<file path="src/rtl/fisr_pkg.sv">
// Shared definitions for the fast inverse square root pipeline stages:
// float32 field widths, bias, special constants and the result class.
package fisr_pkg;

    localparam int unsigned FP_W   = 32;
    localparam int unsigned EXP_W  = 8;
    localparam int unsigned MANT_W = 23;
    localparam int          BIAS   = 127;

    localparam logic [FP_W-1:0] FP_INF_POS = 32'h7F80_0000;
    localparam logic [FP_W-1:0] FP_QNAN    = 32'h7FC0_0000;

    typedef enum logic [1:0] {
        CLS_NORMAL = 2'd0,
        CLS_ZERO   = 2'd1,
        CLS_INF    = 2'd2,
        CLS_NAN    = 2'd3
    } fp_class_t;

    // Denormals count as zero; an input NaN is treated like infinity.
    function automatic fp_class_t classify(input logic [EXP_W-1:0] ea,
                                           input logic [EXP_W-1:0] eb);
        logic a_max, b_max, a_zero, b_zero;
        a_max  = (ea == '1);
        b_max  = (eb == '1);
        a_zero = (ea == '0);
        b_zero = (eb == '0);
        if (a_max || b_max)
            return (a_zero || b_zero) ? CLS_NAN : CLS_INF;
        else if (a_zero || b_zero)
            return CLS_ZERO;
        else
            return CLS_NORMAL;
    endfunction

endpackage

</file>
<file path="src/rtl/newton_multiply_if.sv">
// Operand/result bundle of the Newton multiply stage, including the
// global stall that freezes the pipeline.
interface newton_multiply_if;
    import fisr_pkg::*;

    logic            valid_in;
    logic            stall;
    logic [FP_W-1:0] NumIn;
    logic [FP_W-1:0] Init;
    logic [FP_W-1:0] NumOut;
    logic            valid_out;

    modport master (
        output valid_in, stall, NumIn, Init,
        input  NumOut, valid_out
    );

    modport slave (
        input  valid_in, stall, NumIn, Init,
        output NumOut, valid_out
    );

endinterface

</file>
<file path="src/rtl/fisr_mant_mul.sv">
// Registered 24x24 unsigned mantissa multiplier with hold enable; kept
// separate so it can be retimed or mapped onto a DSP block.
module fisr_mant_mul (
    input  logic        clk,
    input  logic        rst_n,
    input  logic        i_en,
    input  logic [23:0] i_a,
    input  logic [23:0] i_b,
    output logic [47:0] o_p
);

    logic [47:0] r_p;

    always_ff @(posedge clk or negedge rst_n) begin
        if (!rst_n)
            r_p <= '0;
        else if (i_en)
            r_p <= 48'(i_a) * 48'(i_b);
    end

    assign o_p = r_p;

endmodule

</file>
<file path="src/rtl/newton_multiply.sv">
// Final Newton-Raphson step: y' = y * (1.5 - 0.5*x*y^2) as a 3-stage
// truncating float32 multiplier with valid tracking and a global stall.
module newton_multiply
    import fisr_pkg::*;
(
    input  logic              clk,
    input  logic              rst,
    newton_multiply_if.slave  bus
);

    logic                   w_en;
    logic [EXP_W-1:0]       w_ea;
    logic [EXP_W-1:0]       w_eb;
    logic                   w_sign;
    logic signed [9:0]      w_esum;
    fp_class_t              w_cls;
    logic [47:0]            w1_prod;

    logic                   r1_valid;
    logic                   r1_sign;
    logic signed [9:0]      r1_exp;
    fp_class_t              r1_cls;

    logic signed [9:0]      w2_exp;
    logic [MANT_W-1:0]      w2_mant;
    logic [FP_W-1:0]        w2_word;
    logic                   w_unused_lsb;

    logic                   r2_valid;
    logic                   r2_sign;
    fp_class_t              r2_cls;
    logic [FP_W-1:0]        r2_word;

    logic [FP_W-1:0]        w3_word;
    logic                   r3_valid;
    logic [FP_W-1:0]        r3_word;

    assign w_en   = ~bus.stall;
    assign w_ea   = bus.NumIn[30:23];
    assign w_eb   = bus.Init[30:23];
    assign w_sign = bus.NumIn[31] ^ bus.Init[31];
    assign w_esum = $signed({2'b00, w_ea}) + $signed({2'b00, w_eb}) - 10'(BIAS);
    assign w_cls  = classify(w_ea, w_eb);

    // S1: product register lives inside the multiplier sub-module
    fisr_mant_mul u_mant_mul (
        .clk   (clk),
        .rst_n (rst),
        .i_en  (w_en),
        .i_a   ({1'b1, bus.NumIn[MANT_W-1:0]}),
        .i_b   ({1'b1, bus.Init[MANT_W-1:0]}),
        .o_p   (w1_prod)
    );

    always_ff @(posedge clk or negedge rst) begin
        if (!rst) begin
            r1_valid <= 1'b0;
            r1_sign  <= 1'b0;
            r1_exp   <= '0;
            r1_cls   <= CLS_NORMAL;
        end else if (w_en) begin
            r1_valid <= bus.valid_in;
            r1_sign  <= w_sign;
            r1_exp   <= w_esum;
            r1_cls   <= w_cls;
        end
    end

    // S2: normalise, then clamp to infinity / zero (no denormal outputs)
    assign w_unused_lsb = ^w1_prod[22:0];

    always_comb begin
        w2_exp  = r1_exp + (w1_prod[47] ? 10'sd1 : 10'sd0);
        w2_mant = w1_prod[47] ? w1_prod[46:24] : w1_prod[45:23];
        if (w2_exp >= 10'sd255)
            w2_word = {r1_sign, 8'hFF, 23'h0};
        else if (w2_exp <= 10'sd0)
            w2_word = {r1_sign, 31'h0};
        else
            w2_word = {r1_sign, w2_exp[7:0], w2_mant};
    end

    always_ff @(posedge clk or negedge rst) begin
        if (!rst) begin
            r2_valid <= 1'b0;
            r2_sign  <= 1'b0;
            r2_cls   <= CLS_NORMAL;
            r2_word  <= '0;
        end else if (w_en) begin
            r2_valid <= r1_valid;
            r2_sign  <= r1_sign;
            r2_cls   <= r1_cls;
            r2_word  <= w2_word;
        end
    end

    // S3: special-operand classes override the arithmetic result
    always_comb begin
        w3_word = r2_word;
        case (r2_cls)
            CLS_ZERO: w3_word = {r2_sign, 31'h0};
            CLS_INF:  w3_word = {r2_sign, FP_INF_POS[30:0]};
            CLS_NAN:  w3_word = FP_QNAN;
            default:  w3_word = r2_word;
        endcase
    end

    always_ff @(posedge clk or negedge rst) begin
        if (!rst) begin
            r3_valid <= 1'b0;
            r3_word  <= '0;
        end else if (w_en) begin
            r3_valid <= r2_valid;
            r3_word  <= w3_word;
        end
    end

    assign bus.NumOut    = r3_word;
    assign bus.valid_out = r3_valid;

endmodule

</file>
<file path="src/flat_wrapper.sv">
// flat-port wrapper written by rule: the top's interface ports become plain ports
module newton_multiply_flat import fisr_pkg::*;
  (clk, rst, bus_valid_in, bus_stall, bus_NumIn, bus_Init, bus_NumOut, bus_valid_out);
  newton_multiply_if bus_i ();
  input  logic clk;
  input  logic rst;
  input wire logic [$bits(bus_i.valid_in)-1:0] bus_valid_in;
  input wire logic [$bits(bus_i.stall)-1:0] bus_stall;
  input wire logic [$bits(bus_i.NumIn)-1:0] bus_NumIn;
  input wire logic [$bits(bus_i.Init)-1:0] bus_Init;
  output wire logic [$bits(bus_i.NumOut)-1:0] bus_NumOut;
  output wire logic [$bits(bus_i.valid_out)-1:0] bus_valid_out;
  assign bus_i.valid_in = bus_valid_in;
  assign bus_i.stall = bus_stall;
  assign bus_i.NumIn = bus_NumIn;
  assign bus_i.Init = bus_Init;
  assign bus_NumOut = bus_i.NumOut;
  assign bus_valid_out = bus_i.valid_out;
  newton_multiply u_core (.clk(clk), .rst(rst), .bus(bus_i));
endmodule
</file>
<file path="config.mk">
export PLATFORM = sky130hd
export DESIGN_NAME = newton_multiply_flat
export DESIGN_NICKNAME = d
export VERILOG_FILES = /design/src/rtl/fisr_pkg.sv /design/src/rtl/newton_multiply_if.sv /design/src/rtl/fisr_mant_mul.sv /design/src/rtl/newton_multiply.sv /design/src/flat_wrapper.sv
export SDC_FILE = /design/constraint.sdc
export NUM_CORES = 2
export LEC_CHECK = 0
export BUFFER_PORTS_ARGS = -buffer_cell sky130_fd_sc_hd__buf_2
export CAP_MARGIN = 40
export CORE_MARGIN = 2
export CORE_UTILIZATION = 30
export DETAILED_ROUTE_END_ITERATION = 8
export GPL_TIMING_DRIVEN = 0
export HOLD_SLACK_MARGIN = 0.1
export SLEW_MARGIN = 15
export SYNTH_ARGS = -nofsm -noshare
export SYNTH_HDL_FRONTEND = slang
export SYNTH_SLANG_ARGS = --single-unit
</file>
<file path="constraint.sdc">
create_clock -name clk -period 4 [get_ports clk]
set_input_delay 0.6 -clock clk [delete_from_list [all_inputs] [get_ports clk]]
set_output_delay 0.6 -clock clk [all_outputs]
set_load 0.005 [all_outputs]
</file>
Word-level counts from Yosys, hierarchy flattened

Index checks and enable logic that the tools add are counted.

Add/sub/neg operators: 3
Multiply operators: 1
Order comparisons: 2
Eq/ne operators: 5
Multiplexer cells: 8
Bitwise logic cells: 1
Reductions and logical operators: 4

Operator list:

| kind                    | count |
|---|---|
| $pmux W32 S3            | 1 |
| $mux W31                | 2 |
| $mul A24 B24 Y48        | 1 |
| $mux W23                | 1 |
| $eq A8 B8 Y1 const B    | 2 |
| $logic_not A8 Y1        | 2 |
| $add A10 B10 Y10        | 1 |
| $ge A10 B9 Y1 const B   | 1 |
| $le A10 B1 Y1 const B   | 1 |
| $sub A10 B8 Y10 const B | 1 |
| $add A8 B8 Y9           | 1 |
| $eq A2 B2 Y1 const B    | 2 |
| $mux W1                 | 3 |
| $eq A2 B1 Y1 const B    | 1 |
| $logic_or A1 B1 Y1      | 2 |
| $mux W2                 | 1 |
| $xor A1 B1 Y1           | 1 |

Bits in registers: 131
Input port bits: 68
Output and inout bits: 33

Logic depth before layout (Yosys ltp)

Depth in word-level cells: 5
Gate-level depth with buffers: 28
Mapped depth without buffers: 27

By module

From an unflattened synthesis, not the netlist that was laid out.

Cells, all modules: 2730
Area, all modules: 25435.6 um^2

By module, submodules not included:

| module          | times used | cells an instance | area an instance (um^2) | sequential area each (um^2) |
|---|---|---|---|---|
| fisr_mant_mul   | 1          | 2320              | 21035.2                 | 1201.2 |
| newton_multiply | 1          | 410               | 4400.5                  | 2052.0 |

Least setup slack after synthesis

No wires, ideal clock.

Kind: input-to-reg
From: in bus_NumIn[22]
To: reg u_core.u_mant_mul.r_p[45], in the netlist u_core.u_mant_mul.o_p[45]
Data arrival time: 7.032 ns
Required time: 3.917 ns
Path slack: -3.115 ns
Stages on the path: 27
Buffers on the path: 3
Path through: clkbuf_1 -> clkbuf_1 -> nand2_1 -> fa_1 -> inv_1 -> fa_1 -> inv_1 -> fa_1 -> fa_1 -> inv_1 -> fa_1 -> fa_1 -> inv_1 -> fa_1 -> inv_1 -> ha_1 -> clkbuf_1 -> nand4_1 -> nor3_1 -> inv_1 -> o221ai_1 -> a22o_1 -> o21ai_0 -> o31ai_1 -> a21oi_1 -> xor2_1 -> o21ai_0

Cells in the longest elaborated chain, start to end: 1

Ends and longest elaborated chain:

| what                 | line                | RTL |
|---|---|---|
| from (decl)          | flat_wrapper.sv:9   | `input wire logic [$bits(bus_i.NumIn)-1:0] bus_NumIn;` |
| $mul A24 B24 Y48     | fisr_mant_mul.sv:18 | `r_p <= 48'(i_a) * 48'(i_b);` |
| to (signal assigned) | fisr_mant_mul.sv:18 |  |
| to (decl)            | fisr_mant_mul.sv:12 | `logic [47:0] r_p;` |

Every way passes these cells.
A chain may end at the register's enable or synchronous reset.

Final worst setup path

From: in bus_NumIn[13]
To: reg u_core.u_mant_mul.r_p[46], in the netlist u_core.u_mant_mul.o_p[46]

Same word-level chain as after synthesis.

==> impl_metrics.yaml <==
outcome:
  status: "finished with violations"
  violations: "negative setup slack"
clocking:
  cts_sinks: 107
  clk_pin_slew_ns: 0.07
  numCtsBuffers: 9
  htreeDepth: 3
  max-clock-path-buffers: 2
  cts_root_buf: "clkbuf_16"
  clk_latency_ns: 0.34
  hold_buffers: 0
  tritoncts: "done"
timing:
  worstMarginPinSlew_ns: 0.746
  skew_ns: 0.00545
  rsz0062_at_grt: "yes"
  final_hold_viol_count: 0
  finalSetupTns_ns: -59.98
  period_needed_ns: 6.73
  layout_setup_ws_ns: -2.73
  finalSetupViolations: 25
  finalCritPeriodShare_pct: 168
  max_freq_ghz: 0.149
  slew_headroom_pct: 50.2
  final_max_slew_viol_count: 0
floorplanning:
  core_area_um2: 75800
  start_util_pct: 30.3
  die_x_um: 281
  num_rows: 101
  die-area_um2: 78700
  fp.dieH_um: 281
  top_level_ports: 101
placed_design:
  gp_congestion: 0.949
  dp.cells: 3612
  dp_hpwl_um: 59000
  numPortBuffers: 95
global_routing:
  grt_max_degree: 56
  antenna_found_initial: 1
  grt_pass1_wl_um: 113000
  grt_util_all_layers_pct: 19.1
  grt_pass1_vias: 18800
  gr-total-overflow: 0
critical_path:
  regToRegSetupSlack_ns: 1.48
  critical_path.max_fanout: 8
  max_stage_delay_ns: 0.58
  cp.arrival_ns: 6.98
  cp-end-kind: "flip-flop"
  cp_data_required_time_ns: 4.26
  worst-path-buf-inv: 7
  crit_top_cell: "fa_1"
  critical_path_class: "in2reg"
  worst_path_max_delay_cell: "fa_1"
  worstSetupStartpointType: "input pin"
  crit_family: "adder cells"
yosys:
  ys_async_sr_fraction_pct: 100
  syn_inst: 2536
  ys.warnings.count: 0
  synth.avg_cell_area_um2: 9.05
  synth-edff-count: 0
  ys_seq_elements: 107
  synth_area_um2: 23000
  synth.yosys.seq_area_share_pct: 11.7
  ys.flop_type: "dfrtp_1"
  yosys.cell_types.count: 46
  synth_nets: 3266
layout:
  layout.cells.non_filler: 3768
  nNetsFinal: 3515
  drive_gt1_share_pct: 20.5
  area_growth_pct: 26.0
  n_antenna_cell: 0
  utilization_pct: 38.1
detailed_routing:
  dr.pass1.iters: 8
  drcViolationCount: 0
  routed_wl_um: 74000
  drt_iter0_drc: 1266
  wl_per_cell_um: 19.6
  ant_nets: 0
  vias: 17800
  vias_per_cell: 4.73
worst_hold_path:
  hold_class: "in2async"
run:
  max_cap_violations: 0
==> layout by cell type, fill, tap and decap left out, types with 27 or more instances in the layout <==
cell type  count
inv_1        543
fa_1         447
nand2_1      348
and2_1       213
ha_1         157
buf_4        120
dfrtp_1      107
nor2_1        63
buf_2         62
clkbuf_16     59
o21ai_0       56
a21oi_1       43
inv_2         38
fa_2          35
buf_6         29
and2_4        27
==> worst register-to-register path, delay by kind of cell (launching register included) <==
kind,cells,cell delay (ns)
AND/OR/NAND/NOR,4,0.66
XOR/XNOR,1,0.51
flip-flops,1,0.38
buffers and inverters,1,0.35
AO/OA/AOI/OAI,2,0.33
adder cells (fa/ha/maj),1,0.18
==> final timing paths <==
| path | from | endpoint | cells past startpoint |
|---|---|---|---|
| min in group clk | u_core.r2_word[7]$_DFFE_PN0N_ | u_core.r2_word[7]$_DFFE_PN0N_ | 2 |
| max | bus_NumIn[13] | u_core.u_mant_mul.o_p[46]$_DFFE_PN0N_ | 27 |
| max in group asynchronous | rst | u_core.r2_word[15]$_DFFE_PN0N_ | 2 |
| min | rst | u_core.r1_sign$_DFFE_PN0N_ | 1 |
| max reg2reg | u_core.u_mant_mul.o_p[47]$_DFFE_PN0N_ | u_core.r2_word[0]$_DFFE_PN0N_ | 9 |
| min reg2reg | u_core.r2_word[7]$_DFFE_PN0N_ | u_core.r2_word[7]$_DFFE_PN0N_ | 2 |
==> metal layers <==
| metal | wire length (µm) | GRT usage, % | part of all wire [%] |
|---|---|---|---|
| met1 | 31600 | 25.8 | 43 |
| met2 | 33800 | 31.2 | 46 |
| met3 | 5430 | 2.66 | 7.3 |
| met4 | 3070 | 6.53 | 4.1 |
| met5 | 0 | 0 | 0 |
==> kinds of logic after synthesis <==
family / synth area share, %
buf+inv: 11.6
xor+xnor: 1.79
mux: 1.30
fa+ha+maj: 51.9
flops: 11.7
simple gates: 15.5
compound gates: 6.33
==> cell usage after synthesis (13+ instances only) <==
master	number	share of area, %
ha_1	180	9.8
xor2_1	21	0.80
nand2_1	367	6.0
and2_1	240	6.5
mux2i_1	23	1.0
nand3_1	17	0.37
a21oi_1	61	1.3
o21ai_0	88	1.9
inv_1	589	9.6
nand4_1	13	0.35
a21o_1	20	0.65
a22o_1	23	0.88
clkbuf_1	112	1.8
xnor2_1	26	0.99
dfrtp_1	107	12
nor2_1	70	1.1
fa_1	482	42
==> registers in the layout, summed over array words and instances (netlist names) <==
| signal | cells |
|---|---|
| u_core.bus.NumOut | 32 |
| u_core.r2_word | 32 |
| u_core.u_mant_mul.o_p | 25 |
| u_core.r1_exp | 10 |
| u_core.r1_cls | 2 |
| u_core.r2_cls | 2 |
| u_core.bus.valid_out | 1 |
| u_core.r1_sign | 1 |
| u_core.r1_valid | 1 |
| u_core.r2_valid | 1 |
==> repair_timing <==
action | 4_1_cts | 5_1_grt
gates resized for setup | 458 | 118
pin swaps | 131 | 91
setup endpoints to repair | 25 | 25
gates cloned | 4 | 3
buffers inserted | 104 | 32
==> stage by stage <==
stage,worst slack [ns],hold WS [ns],cell area [µm²]
global route,-2.92,0.225,28900
floorplan,-2.44,0.304,23500
CTS,-2.70,0.212,28300
finish,-2.73,0.198,28900
global placement,-3.87,0.463,25200
detailed placement,-3.80,0.470,25200
==> final cells by class <==
class	count	area [µm²]
fill	7549	46900
multi-input combinational	1722	18600
sequential	107	2680
inverter	592	2270
timing repair buffer	238	2120
buffer	115	1730
tap	978	1220
clock buffer	10	239
clock inverter	6	47.5
Power is left out: the tool's default activity adds up to more than one toggle a clock period on the data nets, which glitch-free logic cannot reach.
